`src/rtl/microwave_timer_ctrl_pkg.sv`:
```
// microwave_timer_ctrl_pkg: shared states, BCD digit type and digit limits for the microwave timer controller
package microwave_timer_ctrl_pkg;
  typedef logic [3:0] bcd_t;
  typedef enum logic [2:0] {IDLE, LD_SO, LD_ST, LD_MIN, COOK, PAUSE, DONE, CLR} state_t;
  localparam bcd_t MAX_DIGIT = 4'd9;
  localparam bcd_t MAX_SEC_TENS = 4'd5;
  function automatic bcd_t clamp_st(bcd_t d);
    return (d > MAX_SEC_TENS) ? MAX_SEC_TENS : d;
  endfunction
endpackage

```
`src/rtl/microwave_timer_ctrl_entry_shift_reg.sv`:
```
// entry_shift_reg: 3-digit BCD keypad entry register; non-BCD digits are dropped
module entry_shift_reg
  import microwave_timer_ctrl_pkg::*;
(
  input  logic clk,
  input  logic clear,
  input  logic clr,
  input  logic shift,
  input  bcd_t digit,
  output bcd_t so,
  output bcd_t st,
  output bcd_t mn,
  output logic nonzero
);
  always_ff @(posedge clk)
    if (clear || clr) {mn, st, so} <= '0;
    else if (shift && digit <= MAX_DIGIT) {mn, st, so} <= {st, so, digit};
  assign nonzero = |{mn, st, so};
endmodule

```
`config.mk`:
```
export PLATFORM = sky130hd
export DESIGN_NAME = entry_shift_reg
export DESIGN_NICKNAME = d
export VERILOG_FILES = /design/src/rtl/microwave_timer_ctrl_pkg.sv /design/src/rtl/microwave_timer_ctrl_entry_shift_reg.sv
export SDC_FILE = /design/constraint.sdc
export NUM_CORES = 1
export LEC_CHECK = 0
export CAP_MARGIN = 20
export CORE_MARGIN = 2
export CORE_UTILIZATION = 39
export CTS_CLUSTER_SIZE = 10
export DETAILED_ROUTE_END_ITERATION = 8
export PLACE_DENSITY = 0.75
export SYNTH_ARGS = -nofsm -noshare
export SYNTH_HDL_FRONTEND = slang
export SYNTH_SLANG_ARGS = --single-unit
export TNS_END_PERCENT = 50
```
`constraint.sdc`:
```
create_clock -name clk -period 1.14 [get_ports clk]
set_input_delay 0.342 -clock clk [delete_from_list [all_inputs] [get_ports clk]]
set_output_delay 0.342 -clock clk [all_outputs]
set_load 0.02 [all_outputs]
```
Word level (Yosys, flattened, before mapping)
Cells that the tools add are included.
{ "op_classes": {"shift": 0, "multipliers": 0, "n_mux": 0, "order_cmp": 1, "reduce_logical": 3, "addsub": 0, "n_bitwise": 0, "eq_ne": 0, "div": 0} }
{ "ops": {"columns": ["op", "count"], "rows": [
  ["OR reduction 12 bit", 1],
  ["less-or-equal comparator 4 bit, second input constant", 1],
  ["logical AND 1 bit", 1],
  ["logical OR 1 bit", 1]
]} }
{ "word_totals": {"word_cells": 7, "register_bits": 12, "inputBits": 8, "latch_bits": 0, "output_inout_bits": 13, "mem_bits_rw": 0, "romBits": 0, "mem_count": 0} }

Depth between registers and ports, before layout
{ "depth": {"ltp_word": 2, "ltp_mapped": 4, "ltp_nobuf": 3} }

Worst setup path before layout
No wires, ideal clock.
{ "synth_timing": {"path_type": "register to output", "start": "register so[2]", "end": "output nonzero", "path_buffers": 0, "arrival_time_ns": 0.870, "setup_slack_ns": -0.072, "required_time_ns": 0.798, "path_stages_with_launch": 3, "cell_sequence": "dfxtp_1 -> nor4_1 -> nand3_1"} }
{ "synth_between": {"elab_chain_cells": 1} }
{ "synth_rtl": {"columns": ["element", "line", "source"], "rows": [
  ["start: declaration", "microwave_timer_ctrl_entry_shift_reg.sv:10", "output bcd_t so,"],
  ["start signal: assignment", "microwave_timer_ctrl_entry_shift_reg.sv:17", "else if (shift && digit <= MAX_DIGIT) {mn, st, so} <= {st, so, digit};"],
  ["OR reduction 12 bit", "microwave_timer_ctrl_entry_shift_reg.sv:18", "assign nonzero = |{mn, st, so};"],
  ["end: declaration", "microwave_timer_ctrl_entry_shift_reg.sv:13", "output logic nonzero"]
]} }
No other way between the ends.

Worst setup path after layout
{ "layout_timing": {"start": "register st[1]", "end": "output nonzero"} }
{ "layout_between": {"elab_chain_cells": 1} }
{ "layout_rtl": {"columns": ["element", "line", "source"], "rows": [
  ["start: declaration", "microwave_timer_ctrl_entry_shift_reg.sv:11", "output bcd_t st,"],
  ["start signal: assignment", "microwave_timer_ctrl_entry_shift_reg.sv:17", null],
  ["OR reduction 12 bit", "microwave_timer_ctrl_entry_shift_reg.sv:18", null]
]} }
No other way between the ends.

==> impl_metrics.toml <==
[outcome]
run_status = "complete, but fails checks"
violations = "setup timing"

[timing]
clock_skew_ns = 0.0119
whs_ns = 0.534
finalHoldViolCount = 0
slew_violations = 0
rsz0062_at_grt = "yes"
timing.final.crit_share = 1.28
max_freq_mhz = 683
fin_crit_ns = 1.46
tightest_slew_ns = 0.225
setup_violations = 13
slew_headroom = 0.849
fin_ws_ns = -0.324

[cells_and_area]
diodes = 0
syn_to_final_growth_pct = 92.9
final-seq-area_um2 = 255
layout.cells.non_filler = 114
nNetsFinal = 109
n_fill_cell = 81
final_layout_size_suffix_gt1_frac = 0.576
multi_input_area_um2 = 262
design_area_um2 = 985

[detailed_routing]
dr_total_vias = 557
drtAntennaViolNets = 0
drc = 0
drt_first_pass_iters = 1
avgViaCountPerCell = 4.89
wirelength_um = 1460
first_iter_violations = 0
wl_per_cell_um = 12.8

[grt]
grt_pass1_vias = 519
grt_pass1_wl_um = 2060
antenna_found_initial = 0
grt_max_degree = 14
overflow = 0
grt_usage = 0.195

[die]
pin_count = 21
die_h_um = 40.2
die_w_um = 40.2
rows = 13
core_um2 = 1270
design.die.area_um2 = 1610
start_util = 0.402

[clock_tree]
cts_buffers = 3
clk_pin_slew_ns = 0.08
cts_htree_levels = 1
cts_tree = "done"
root_buffer = "clkbuf_4"
cts_sinks = 12
clockBufferDepth = 2
hold_buffers = 0
clk_latency_ns = 0.27

[worst_setup_path]
start_kind = "flip-flop"
critPathKind = "reg2out"
path_max_fanout = 2
crit_arrival_ns = 1.12
end_kind = "output pin"
required_ns = 0.80

[logic_synthesis]
synth_common_cells = "dfxtp_1, nand2_1, o21ai_0, mux2i_1, nand4_1"
synth.cell_area_um2 = 510
ys_types = 18
synth_top_family_by_area = "simple AND/OR/NAND/NOR gates"
synth_compound_area_frac = 0.145
ys_seq_area_frac = 0.471
yosysTopAreaCellShare = 0.471
synth_fp_nets = 65
synth_area_leader_cell = "dfxtp_1"
syn_inst = 57
synth_edf_count = 0
synthAdderAreaFrac = 0
synthMuxAreaShare = 0.0980
synth.area.top_cells = "dfxtp_1, mux2i_1, nand2_1"
yosys_warnings = 0
ys.flop_type = "dfxtp_1"
async_reset_ff_frac = 0
synthXorXnorAreaFrac = 0
yosysMostFrequentCell = "dfxtp_1"
ys_ff_latch = 12
syn_area_per_cell_um2 = 8.96
synthSimpleGateAreaFrac = 0.245

[placement]
globalplace.congestion = 0.734
place_inst = 107
portBuffers = 20
dpl_cell_area_um2 = 852
dpl.hpwl_um = 1020

[pwr]
power_w = 0.000808
powerDensity_nw_per_um2 = 821
leakage_nw = 0.451
vdd_drop_max_v = 0.000595

[job]
cap_violations = 0

[worst_hold_path]
min_path_type = "in2reg"
==> critical path, stage by stage, from the launching register on <==
cell	delay, ns
dfxtp_2	0.33
nor4_2	0.25
nand3_1	0.10
buf_2	0.17
==> flip-flops by register name, indices dropped and copies added, names as in the netlist <==
signal,cells
mn,4
so,4
st,4
==> path summary, 6_finish.rpt <==
| check | start | endpoint | slack (ns) | cells past startpoint |
|---|---|---|---|---|
| setup / recovery | st[1]$_SDFFE_PP0P_ | nonzero | -0.32 | 3 |
| setup reg to reg | so[3]$_SDFFE_PP0P_ | so[3]$_SDFFE_PP0P_ | 0.30 | 4 |
| hold reg to reg | mn[0]$_SDFFE_PP0P_ | mn[0]$_SDFFE_PP0P_ | 0.58 | 3 |
| hold / removal | digit[2] | so[2]$_SDFFE_PP0P_ | 0.53 | 3 |
==> cell families after synthesis <==
group                  count (synthesis)
muxes                                  5
AOI/OAI and AO/OA                     12
DFF                                   12
and+or+nand+nor                       25
buffers and inverters                  3
==> cell type report <==
class                      count  area share
timing repair buffer          42       0.433
multi-input combinational     42       0.266
tap                           15      0.0191
sequential                    12       0.259
clock buffer                   3      0.0229
==> stage by stage <==
stage                     setup WS [ns]  setup TNS, ns  utilization
final                            -0.324          -1.00        0.776
after global routing             -0.373          -1.43        0.776
after CTS                        -0.342         -0.895        0.746
after detailed placement         -0.470          -6.75        0.672
after global placement           -0.428          -6.37        0.672
after floorplan                 -0.0333        -0.0333            -
==> routing by layer <==
metal  routed length [um]  up-vias  GRT usage
li1                     -      287          -
met4                    0        0     0.0500
met3                   47        0     0.0500
met5                    0        -          0
met2                  790       15      0.367
met1                  623      255      0.214
==> power by group <==
part           internal [W]  leakage [nW]  switching (W)
sequential         0.000423         0.103     0.00000356
clock              0.000122        0.0138       0.000131
combinational     0.0000708         0.334      0.0000578
total              0.000616         0.451       0.000192
==> cells in the final DEF, fill, tap and decap left out, drive strengths merged, types with 2 or more instances in the layout <==
master / count
a21bo: 2
a21oi: 3
buf: 35
clkbuf: 3
clkdlybuf4s50: 3
dfxtp: 12
dlygate4sd2: 2
dlymetal6s2s: 2
mux2i: 5
nand2: 11
nand4: 4
nor2: 2
nor4: 3
o21ai: 7
==> timing repair <==
action / 4_1_cts / 5_1_grt
resized for setup: 96 / 8
pin swaps: 1 / 1
setup endpoints to repair: 22 / 21
setup buffers: 2 / 6
Power figures use the tool's default switching activity.
